**src/rtl/mem_bist.sv**
```systemverilog
// Self-checking RAM test master: writes an address-derived pattern, reads it back and reports errors.
// Optional inverted-pattern second pass is enabled by defining MEM_BIST_INV_PASS_EN.
module mem_bist #(
    parameter int LEN = 256,
    parameter int DW  = 8
) (
    input  logic                      clk,
    input  logic                      rst,
    input  logic                      start,
    output logic [$clog2(LEN)-1:0]    addr,
    output logic [DW-1:0]             d,
    output logic                      wr,
    input  logic [DW-1:0]             q,
    output logic                      busy,
    output logic                      done,
    output logic                      pass,
    output logic [$clog2(LEN)+1:0]    err_cnt,
    output logic [$clog2(LEN)-1:0]    fail_addr
);
    localparam int AW = $clog2(LEN);
    localparam int CW = $clog2(LEN) + 2;
    localparam logic [AW-1:0] LAST = AW'(LEN - 1);

`ifdef MEM_BIST_INV_PASS_EN
    typedef enum logic [2:0] {IDLE, W0, R0, D0, W1, R1, D1, DONE} state_t;
`else
    typedef enum logic [2:0] {IDLE, W0, R0, D0, DONE} state_t;
`endif

    state_t        state;
    logic          rd_vld;
    logic [DW-1:0] exp;
    logic [AW-1:0] rd_addr;
    logic          mism;
    logic [CW-1:0] err_nxt;

    function automatic logic [DW-1:0] pat0(input logic [AW-1:0] a);
        return DW'(a);
    endfunction

    function automatic logic [DW-1:0] pat1(input logic [AW-1:0] a);
        return ~DW'(a);
    endfunction

    // Compare the read issued last cycle against its registered expectation.
    always_comb begin
        mism    = rd_vld && (q != exp);
        err_nxt = mism ? err_cnt + CW'(1) : err_cnt;
    end

    always_ff @(posedge clk or posedge rst) begin
        if (rst) begin
            state     <= IDLE;
            addr      <= '0;
            d         <= '0;
            wr        <= 1'b0;
            busy      <= 1'b0;
            done      <= 1'b0;
            pass      <= 1'b0;
            err_cnt   <= '0;
            fail_addr <= '0;
            rd_vld    <= 1'b0;
            exp       <= '0;
            rd_addr   <= '0;
        end else begin
            rd_vld <= 1'b0;
            if (mism) begin
                err_cnt <= err_nxt;
                if (err_cnt == '0) fail_addr <= rd_addr;
            end
            case (state)
                IDLE, DONE: begin
                    if (start) begin
                        state     <= W0;
                        addr      <= '0;
                        wr        <= 1'b1;
                        d         <= pat0('0);
                        busy      <= 1'b1;
                        done      <= 1'b0;
                        pass      <= 1'b0;
                        err_cnt   <= '0;
                        fail_addr <= '0;
                    end
                end
                W0: begin
                    if (addr == LAST) begin
                        state <= R0;
                        addr  <= '0;
                        wr    <= 1'b0;
                        d     <= '0;
                    end else begin
                        addr <= addr + AW'(1);
                        d    <= pat0(addr + AW'(1));
                    end
                end
                R0: begin
                    rd_vld  <= 1'b1;
                    exp     <= pat0(addr);
                    rd_addr <= addr;
                    if (addr == LAST) begin
                        state <= D0;
                        addr  <= '0;
                    end else begin
                        addr <= addr + AW'(1);
                    end
                end
`ifdef MEM_BIST_INV_PASS_EN
                D0: begin
                    state <= W1;
                    addr  <= '0;
                    wr    <= 1'b1;
                    d     <= pat1('0);
                end
                W1: begin
                    if (addr == LAST) begin
                        state <= R1;
                        addr  <= '0;
                        wr    <= 1'b0;
                        d     <= '0;
                    end else begin
                        addr <= addr + AW'(1);
                        d    <= pat1(addr + AW'(1));
                    end
                end
                R1: begin
                    rd_vld  <= 1'b1;
                    exp     <= pat1(addr);
                    rd_addr <= addr;
                    if (addr == LAST) begin
                        state <= D1;
                        addr  <= '0;
                    end else begin
                        addr <= addr + AW'(1);
                    end
                end
                D1: begin
                    state <= DONE;
                    busy  <= 1'b0;
                    done  <= 1'b1;
                    pass  <= (err_nxt == '0);
                end
`else
                // Drain cycle: the final read's compare lands on this edge, so pass uses err_nxt.
                D0: begin
                    state <= DONE;
                    busy  <= 1'b0;
                    done  <= 1'b1;
                    pass  <= (err_nxt == '0);
                end
`endif
                default: state <= IDLE;
            endcase
        end
    end
endmodule

```
**config.mk**
```make
export PLATFORM = sky130hd
export DESIGN_NAME = mem_bist
export DESIGN_NICKNAME = d
export VERILOG_FILES = /design/src/rtl/mem_bist.sv
export SDC_FILE = /design/constraint.sdc
export NUM_CORES = 1
export LEC_CHECK = 0
export BUFFER_PORTS_ARGS = -buffer_cell sky130_fd_sc_hd__buf_2
export CAP_MARGIN = 10
export CORE_MARGIN = 2
export CORE_UTILIZATION = 45
export CTS_CLUSTER_DIAMETER = 150
export DETAILED_ROUTE_END_ITERATION = 8
export GPL_TIMING_DRIVEN = 0
export HOLD_SLACK_MARGIN = 0.08
export PLACE_DENSITY = 0.7
export SYNTH_ARGS = -nofsm -noshare
export SYNTH_HDL_FRONTEND = slang
export SYNTH_SLANG_ARGS = --single-unit
```
**constraint.sdc**
```tcl
create_clock -name clk -period 1.9 [get_ports clk]
set_input_delay 0.57 -clock clk [delete_from_list [all_inputs] [get_ports clk]]
set_output_delay 0.57 -clock clk [all_outputs]
set_load 0.01 [all_outputs]
```
==> results of run 1 <==
placed cells by master (no fill, tap or decap), types with 4 or more instances in the layout:
cell      netlist  final
clkbuf_8        0      6
a21oi_1         6      6
mux2_2         10     10
nand3_1        13     13
xnor2_1         9      9
dfrtp_1        50     48
and3_1          4      4
xor2_2          0      8
mux2i_1         8      8
buf_2           0     48
xor2_1         16      8
nor2_1         33     33
o21ai_1        12     12
clkbuf_1        6      4
nand2_1        23     22
per-layer routing:
| layer | wire length [um] | part of all wire (%) | up-vias | global-route usage [%] |
|---|---|---|---|---|
| li1 | - | - | 924 | - |
| met1 | 2280 | 44 | 943 | 25.1 |
| met2 | 2540 | 49 | 52 | 29.5 |
| met3 | 264 | 5.1 | 8 | 3.91 |
| met4 | 63 | 1.2 | 0 | 5.79 |
| met5 | 0 | 0 | - | 0 |
final timing paths:
kind	start	to	cells past startpoint
max in group asynchronous	rst	addr[1]$_DFFE_PP0P_	3
max reg2reg	rd_addr[1]$_DFFE_PP0P_	pass$_DFFE_PP0P_	7
min	rst	err_cnt[4]$_DFF_PP0_	2
min in group clk	wr$_DFFE_PP0P_	wr$_DFFE_PP0P_	2
max	rd_addr[1]$_DFFE_PP0P_	pass$_DFFE_PP0P_	7
min reg2reg	wr$_DFFE_PP0P_	wr$_DFFE_PP0P_	2
metrics by stage:
step	power, mW	setup TNS [ns]	cells	hold WS (ns)	worst slack, ns
after floorplan	1.89	-0.106	235	0.509	-0.106
after global placement	2.20	-28.65	355	0.457	-0.518
after detailed placement	2.21	-3.16	356	0.458	-0.361
after CTS	3.03	0	367	0.189	0.00456
after global routing	3.18	-0.0670	368	0.200	-0.0531
final	3.01	0	368	0.186	0.0376
cell usage after synthesis:
cell type / instances
nand4_1: 3
nand2b_1: 3
xor2_1: 16
nor4_4: 2
ha_1: 3
and2_1: 3
o21ai_1: 12
mux2_2: 10
or4b_1: 1
nand3_1: 13
a211oi_2: 1
o31ai_1: 3
mux2i_1: 8
a21boi_4: 1
dfrtp_1: 50
or2_1: 1
nand4_4: 2
clkbuf_1: 6
nor4b_1: 2
and3_1: 4
nand2_1: 23
nor3_1: 2
o21ai_0: 3
xnor2_1: 9
o22ai_1: 1
a41oi_2: 1
mux2_4: 2
a21oi_1: 6
mux2_1: 1
inv_1: 4
nor2_1: 33
a22o_1: 2
nand3b_1: 2
nand4b_1: 1
o31ai_2: 1
critical path: cells and delay by family (launching register included):
| family | cells | cell delay (ns) |
|---|---|---|
| multiplexers | 1 | 0.33 |
| AO/OA/AOI/OAI | 3 | 0.56 |
| buffers and inverters | 1 | 0.14 |
| AND/OR/NAND/NOR | 1 | 0.05 |
| flip-flops | 1 | 0.44 |
| XOR/XNOR | 1 | 0.22 |
repair_timing:
item | 4_1_cts | 5_1_grt
gates resized for setup | 9 | 8
cloned | 0 | 0
setup endpoints to repair | 9 | 21
pin swaps | 3 | 5
buffers inserted | 3 | 2
area by class of cell:
type                            count  area [um2]  share of cell area [%]
Buffer                              6        25.0                   0.811
Clock buffer                        6        82.6                    2.68
Clock inverter                      2        38.8                    1.26
Inverter                            4        15.0                   0.486
Multi-Input combinational cell    175        1290                    41.7
Sequential cell                    50        1250                    40.6
Tap cell                           72        90.1                    2.92
Timing Repair Buffer               53         294                    9.53
flip-flops by register name, indices dropped and copies added, names as in the netlist:
register and cells:
done 1, fail_addr 8, state 3, rd_vld 1, wr 1, busy 1
rd_addr 8, d 8, pass 1, err_cnt 10, addr 8
power breakdown:
part           switching (mW)  internal (mW)  leakage [nW]
Combinational           0.412          0.342         0.841
Clock                   0.367          0.434        0.0618
Sequential              0.213           1.24         0.660
logic make-up after synthesis:
family / Yosys count / synth area share [%]
compound gates: 31 / 8.46
fa+ha+maj: 3 / 1.50
flops: 50 / 50.1
buf+inv: 10 / 1.50
xor+xnor: 25 / 8.76
simple gates: 95 / 20.4
mux: 21 / 9.36
==> out/metrics.yaml, run 1 <==
drt-initial-drc-count: 91
synthCells: 235
rows: 27
final_hold_viol_count: 0
tritoncts: "done"
outcome: "finished clean"
syn_nets: 249
postPlaceCellArea_um2: 2860
arrival_ns: 2.05
cp-end-kind: "flip-flop"
cts_sinks: 50
worstPathRequired_ns: 2.09
fin_nets: 309
critPathSlowestCell: "dfrtp_1"
start_util_pct: 46.0
vias: 1927
antenna_found_initial: 0
die_w_um: 78.5
final_util_pct: 56.8
grt_pass1_vias: 1800
io_buffers: 48
timing.final.crit_share_pct: 98.0
max_stage_delay_ns: 0.44
dieHeight_um: 78.5
relSlewSlack_pct: 53.2
clockBufferDepth: 2
timing.fmax_mhz: 537
globalplace.congestion: 0.834
finalWirelength_mm: 5.15
post-route-drc-count: 0
synth_area_um2: 2500
ios: 49
cts-root-buf: "clkbuf_8"
start_kind: "flip-flop"
syn_area_per_cell_um2: 10.6
coreArea_um2: 5440
clk_latency_ns: 0.31
firstDrtPassIters: 4
yosys-top-cells-area: "dfrtp_1, xor2_1, nor2_1"
grt-ovfl-total: 0
synth_warnings: 0
antennaDiodeCount: 0
area_growth_pct: 23.5
path_clk_slew_ns: 0.10
min_period_ns: 1.86
synth_seq_area_share_pct: 50.1
ys_seq_elements: 50
min-delay-path-class: "input pin to async pin"
critPathMaxFanout: 5
grtUsageTotal_pct: 18.4
dpl.hpwl_mm: 3.77
ant_nets: 0
dieArea_um2: 6170
drive_gt1_share_pct: 32.4
criticalPathCategory: "flip-flop to flip-flop"
reg2reg_slack_ns: 0.04
nFillCells: 488
rsz0062_at_grt: "yes"
setup_viol: 0
cts_buffers: 5
finClkSkew_ns: 0.0102
avgRoutedWirePerCell_um: 14.0
slew_violations: 0
synth_top_area_share_pct: 50.1
yosysUniqueCellTypes: 35
htreeDepth: 2
leakage_nw: 1.56
hold_buffers: 0
yosys.area.top_type: "dfrtp_1"
cap_violations: 0
worst_slew_pin_slew_ns: 0.700
fin_area_um2: 3090
grt_pass1_wl_mm: 8.85
path_cells: "xor2_2 > nor4_4 > buf_6 > a211oi_4 > mux2_4 > a41oi_2 > o31ai_2"
grt_max_degree: 41
vias_per_cell: 5.24
vdd_drop_max_uv: 934
pwr_density_cell_nw_per_um2: 974
(Power assumes the default switching activity.)
==> run 2, diff against run 1 <==
--- a/config.mk
+++ b/config.mk
@@ -13,7 +13,7 @@
 export DETAILED_ROUTE_END_ITERATION = 8
 export GPL_TIMING_DRIVEN = 0
 export HOLD_SLACK_MARGIN = 0.08
-export PLACE_DENSITY = 0.7
+export PLACE_DENSITY_LB_ADDON = 0.12
 export SYNTH_ARGS = -nofsm -noshare
 export SYNTH_HDL_FRONTEND = slang
 export SYNTH_SLANG_ARGS = --single-unit
==> out/metrics.yaml, run 2 (same netlist as run 1, synthesis figures left out) <==
grtUsageTotal_pct: 19.0  # +0.59 points
arrival_ns: 2.04  # about the same
hold_buffers: 0  # unchanged
start_util_pct: 46.0  # unchanged
coreArea_um2: 5440  # unchanged
vias_per_cell: 5.11  # -2.4%
pwr-share-seq_pct: 50.4  # +2.1 points
antenna_found_initial: 0  # unchanged
cap_violations: 0  # unchanged
reg2reg_from: "err_cnt[2]$_DFF_PP0_"
firstDrtPassIters: 4  # unchanged
finalWirelength_mm: 5.36  # +4.0%
rows: 27  # unchanged
leakage_nw: 1.55  # -1.0%
timing.final.crit_share_pct: 97.8  # -0.27 points
fin_nets: 309  # unchanged
switching_share_pct: 34.3  # +1.3 points
seqCellArea_um2: 1260  # +0.20%
path_clk_slew_ns: 0.09  # about the same
clock_power_share_pct: 22.8  # -3.8 points
area_growth_pct: 22.7
globalplace.congestion: 0.822  # -1.5%
vdd_drop_max_uv: 750  # -20%
switchingPower_mw: 0.980  # -1.2%
dpl.hpwl_mm: 3.81  # +1.2%
cts_sinks: 50  # unchanged
holdWs_ns: 0.246  # +0.0601 ns
p_int_mw: 1.88  # -6.8%
cts_buffers: 5  # unchanged
avgRoutedWirePerCell_um: 14.6  # +4.0%
post-route-drc-count: 0  # unchanged
cp-end-kind: "flip-flop"
largest_reg_flops: 10  # unchanged
most-common-layout-cells: "buf_2, dfrtp_1, nor2_1"
worst_slew_pin_slew_ns: 0.741  # +0.0414 ns
regMostFlops: "err_cnt"
nFillCells: 498  # +2.0%
grt_max_degree: 34  # -17%
min_period_ns: 1.86  # -0.00511 ns
grt_pass1_vias: 1857  # +3.2%
die_w_um: 78.5  # unchanged
pwr_density_cell_nw_per_um2: 931  # -4.4%
setup_viol: 0  # unchanged
grt_pass1_wl_mm: 9.14  # +3.3%
cp-startpoint: "err_cnt[2]$_DFF_PP0_"
timing.fmax_mhz: 538  # +0.28%
finClkSkew_ns: 0.00515  # -0.00501 ns
criticalPathCategory: "flip-flop to flip-flop"
relSlewSlack_pct: 50.4  # -2.8 points
drive_gt1_share_pct: 32.8  # +0.34 points
grt-ovfl-total: 0  # unchanged
io_buffers: 48  # unchanged
ant_nets: 0  # unchanged
start_kind: "flip-flop"
critPathMaxFanout: 6  # +1
vias: 1880  # -2.4%
dieArea_um2: 6170  # unchanged
tritoncts: "done"
outcome: "finished clean"
drt-initial-drc-count: 88  # -3.3%
final_util_pct: 56.4  # -0.35 points
dieHeight_um: 78.5  # unchanged
p_comb_share_pct: 26.8  # +1.7 points
antennaDiodeCount: 0  # unchanged
layout_commonest_cell: "buf_2"
clk_latency_ns: 0.30  # about the same
htreeDepth: 2  # unchanged
cts-root-buf: "clkbuf_8"
rsz0062_at_grt: "yes"
ios: 49  # unchanged
final_hold_viol_count: 0  # unchanged
worstPathRequired_ns: 2.09  # about the same
clockBufferDepth: 2  # unchanged
multiInputGateArea_um2: 1290  # +0.39%
min-delay-path-class: "input pin to async pin"
slew_violations: 0  # unchanged
-- run 2: cell types whose count changed in the layout (fill, tap and decap cells not counted), sizes merged --
cell / previous run / this run
bufinv: 1 / 0
clkbuf: 12 / 13
clkinv: 0 / 1
inv: 5 / 4
-- run 2: timing repair --
| item | in CTS | in global routing |
|---|---|---|
| pin swaps | 3 | 6 |
| setup buffers | 3 | 2 |
| hold endpoints to repair | 0 | 0 |
| setup endpoints to repair | 21 | 25 |
| gates resized for setup | 11 | 9 |
-- run 2: area by class of cell --
| class | count | area share, % |
|---|---|---|
| multi-input combinational | 175 | 42.1 |
| sequential | 50 | 40.9 |
| timing repair buffer | 53 | 9.71 |
| tap | 72 | 2.94 |
| clock buffer | 7 | 2.81 |
| buffer | 6 | 0.816 |
| inverter | 4 | 0.489 |
| clock inverter | 1 | 0.163 |
-- run 2: power by group through the flow --
stage                     clock, mW  sequential [mW]  combinational (mW)
after floorplan                   0             1.49               0.398
after global placement            0             1.46               0.742
after detailed placement          0             1.46               0.756
after CTS                     0.663             1.44               0.770
after global routing          0.704             1.48               0.848
final                         0.651             1.44               0.766
-- run 2: final timing paths --
path                                       endpoint  slack, ns  cells after the start
min in group clk                   busy$_DFFE_PP0P_       0.49                      2
worst max-delay path               pass$_DFFE_PP0P_       0.04                      5
worst min register to register     busy$_DFFE_PP0P_       0.49                      2
worst min-delay path               d[4]$_DFFE_PP0P_       0.25                      2
max in group asynchronous       addr[1]$_DFFE_PP0P_       1.14                      3
worst max register to register     pass$_DFFE_PP0P_       0.04                      5
-- run 2: worst max-delay path: stages, from the launching register on --
cell,delay (ns)
dfrtp_1,0.54
nand3_1,0.27
a211oi_4,0.34
mux2_4,0.34
a41oi_2,0.18
o31ai_2,0.09
-- run 2: routing by layer --
metal | track usage, % | vias to the layer above | share of wire [%]
met3 | 4.60 | 6 | 4.1
met2 | 30.2 | 40 | 47
met5 | 0 | - | 0
met4 | 4.74 | 0 | 0.91
li1 | - | 933 | -
met1 | 26.3 | 901 | 48
-- run 2: through the flow --
step	worst slack, ns	instance area [um2]	TNS [ns]	cells	total power, mW
floorplan	-0.106	2510	-0.106	235	1.89
global placement	-0.581	2840	-32.19	355	2.20
detailed placement	-0.380	2860	-3.36	356	2.21
CTS	-0.00346	3040	-0.00346	367	2.87
global route	-0.0465	3070	-0.0513	368	3.03
finish	0.0427	3070	0	368	2.86
==> run 3, diff against run 2 <==
--- a/config.mk
+++ b/config.mk
@@ -6,7 +6,6 @@
 export NUM_CORES = 1
 export LEC_CHECK = 0
 export BUFFER_PORTS_ARGS = -buffer_cell sky130_fd_sc_hd__buf_2
-export CAP_MARGIN = 10
 export CORE_MARGIN = 2
 export CORE_UTILIZATION = 45
 export CTS_CLUSTER_DIAMETER = 150
@@ -14,6 +13,7 @@
 export GPL_TIMING_DRIVEN = 0
 export HOLD_SLACK_MARGIN = 0.08
 export PLACE_DENSITY_LB_ADDON = 0.12
+export RECOVER_POWER = 100
 export SYNTH_ARGS = -nofsm -noshare
 export SYNTH_HDL_FRONTEND = slang
 export SYNTH_SLANG_ARGS = --single-unit
==> out/metrics.yaml, run 3 (same netlist as run 1, synthesis figures left out) <==
pwr_density_cell_nw_per_um2: 929  # -0.23%
antenna_found_initial: 0  # unchanged
reg2reg_from: "err_cnt[2]$_DFF_PP0_"
relSlewSlack_pct: 51.0  # +0.55 points
rsz0062_at_grt: "yes"
regMostFlops: "err_cnt"
final_hold_viol_count: 0  # unchanged
clockBufferDepth: 2  # unchanged
fin_nets: 309  # unchanged
min-delay-path-class: "input pin to async pin"
path_cells: "nand3_1 > a211oi_4 > mux2_4 > a41oi_2 > o31ai_2"
drive_gt1_share_pct: 20.9  # -12 points
dp_cells: 356  # unchanged
start_kind: "flip-flop"
critPathMaxFanout: 6  # unchanged
final_util_pct: 55.6  # -0.78 points
grt_pass1_vias: 1857  # unchanged
antennaDiodeCount: 0  # unchanged
crit_family: "compound AO/OA/AOI/OAI gates"
setup_viol: 0  # unchanged
die_w_um: 78.5  # unchanged
rows: 27  # unchanged
grt_max_degree: 34  # unchanged
cts_sinks: 50  # unchanged
power_mw: 2.81  # -1.6%
vias: 1862  # -0.96%
dieArea_um2: 6170  # unchanged
avgRoutedWirePerCell_um: 14.6  # +0.26%
path_clk_slew_ns: 0.10  # about the same
critPathSlowestCell: "dfrtp_1"
cp-end-kind: "flip-flop"
r2r_cells: 5  # unchanged
path_depth: 5  # unchanged
globalplace.congestion: 0.822  # unchanged
tritoncts: "done"
worstPathRequired_ns: 2.09  # about the same
ios: 49  # unchanged
worst_slew_pin_slew_ns: 0.733  # -0.00821 ns
fin_cells: 368  # unchanged
dieHeight_um: 78.5  # unchanged
leakage_nw: 1.41  # -8.6%
area_growth_pct: 21.0
htreeDepth: 2  # unchanged
vdd_drop_max_uv: 742  # -1.0%
most-common-layout-cells: "dfrtp_1, clkbuf_1, nor2_1"
arrival_ns: 2.05  # about the same
io_buffers: 48  # unchanged
grt-ovfl-total: 0  # unchanged
start_util_pct: 46.0  # unchanged
ant_nets: 0  # unchanged
timing.final.crit_share_pct: 97.9  # +0.18 points
cap_violations: 0  # unchanged
layout_commonest_cell: "dfrtp_1"
dpl.hpwl_mm: 3.81  # unchanged
vias_per_cell: 5.06  # -0.96%
post-route-drc-count: 0  # unchanged
max_stage_delay_ns: 0.54  # about the same
finalWirelength_mm: 5.37  # +0.26%
critPathBufInv: 0  # unchanged
timing.fmax_mhz: 537  # -0.19%
criticalPathCategory: "flip-flop to flip-flop"
finalSetupTns_ns: 0  # unchanged
largest_reg_flops: 10  # unchanged
min_period_ns: 1.86  # +0.00349 ns
cts_buffers: 5  # unchanged
drt-initial-drc-count: 89  # +1.1%
firstDrtPassIters: 4  # unchanged
finClkSkew_ns: 0.00666  # +0.00151 ns
grt_pass1_wl_mm: 9.14  # unchanged
slew_violations: 0  # unchanged
grtUsageTotal_pct: 19.0  # unchanged
cp-startpoint: "err_cnt[2]$_DFF_PP0_"
cts-root-buf: "clkbuf_8"
clk_latency_ns: 0.30  # about the same
coreArea_um2: 5440  # unchanged
outcome: "finished clean"
[run 3: cell type report]
class,instances,area (um2)
clock inverter,1,5.00
multi-input combinational,175,1290
buffer,6,25.0
fill,514,2410
inverter,4,15.0
timing repair buffer,53,255
clock buffer,7,86.3
tap,72,90.1
sequential,50,1260
[run 3: through the flow]
step	cell area, um2	hold slack, ns	worst slack [ns]
2_1_floorplan	2510	0.509	-0.106
3_3_place_gp	2840	0.453	-0.581
3_5_place_dp	2860	0.467	-0.380
4_1_cts	3040	0.258	-0.00346
5_1_grt	3030	0.441	-0.0465
6_report	3030	0.375	0.0393
[run 3: where the power goes]
part           leakage [nW]  switching [mW]  internal, mW  total [mW]
clock                0.0482           0.358         0.295       0.653
sequential            0.657           0.206          1.24        1.44
combinational         0.709           0.415         0.299       0.715
[run 3: path summary, 6_finish.rpt]
check                                           end  slack, ns
worst max-delay path               pass$_DFFE_PP0P_       0.04
worst min-delay path               d[4]$_DFFE_PP0P_       0.38
worst max register to register     pass$_DFFE_PP0P_       0.04
worst min register to register     busy$_DFFE_PP0P_       0.49
max in group asynchronous       addr[1]$_DFFE_PP0P_       0.89
min in group clk                   busy$_DFFE_PP0P_       0.49
[run 3: repair_timing]
item / in CTS / in global routing
endpoints found under the setup margin: 21 / 25
resized for setup: 11 / 9
setup buffers: 3 / 2
hold buffers: 0 / 0
pin swaps: 3 / 6
[run 3: per-layer routing]
metal,part of all wire (%),wire length [um],global-route usage [%]
met5,0,0,0
met4,0.91,49,4.74
met3,3.8,205,4.60
met2,47,2500,30.2
met1,49,2610,26.3
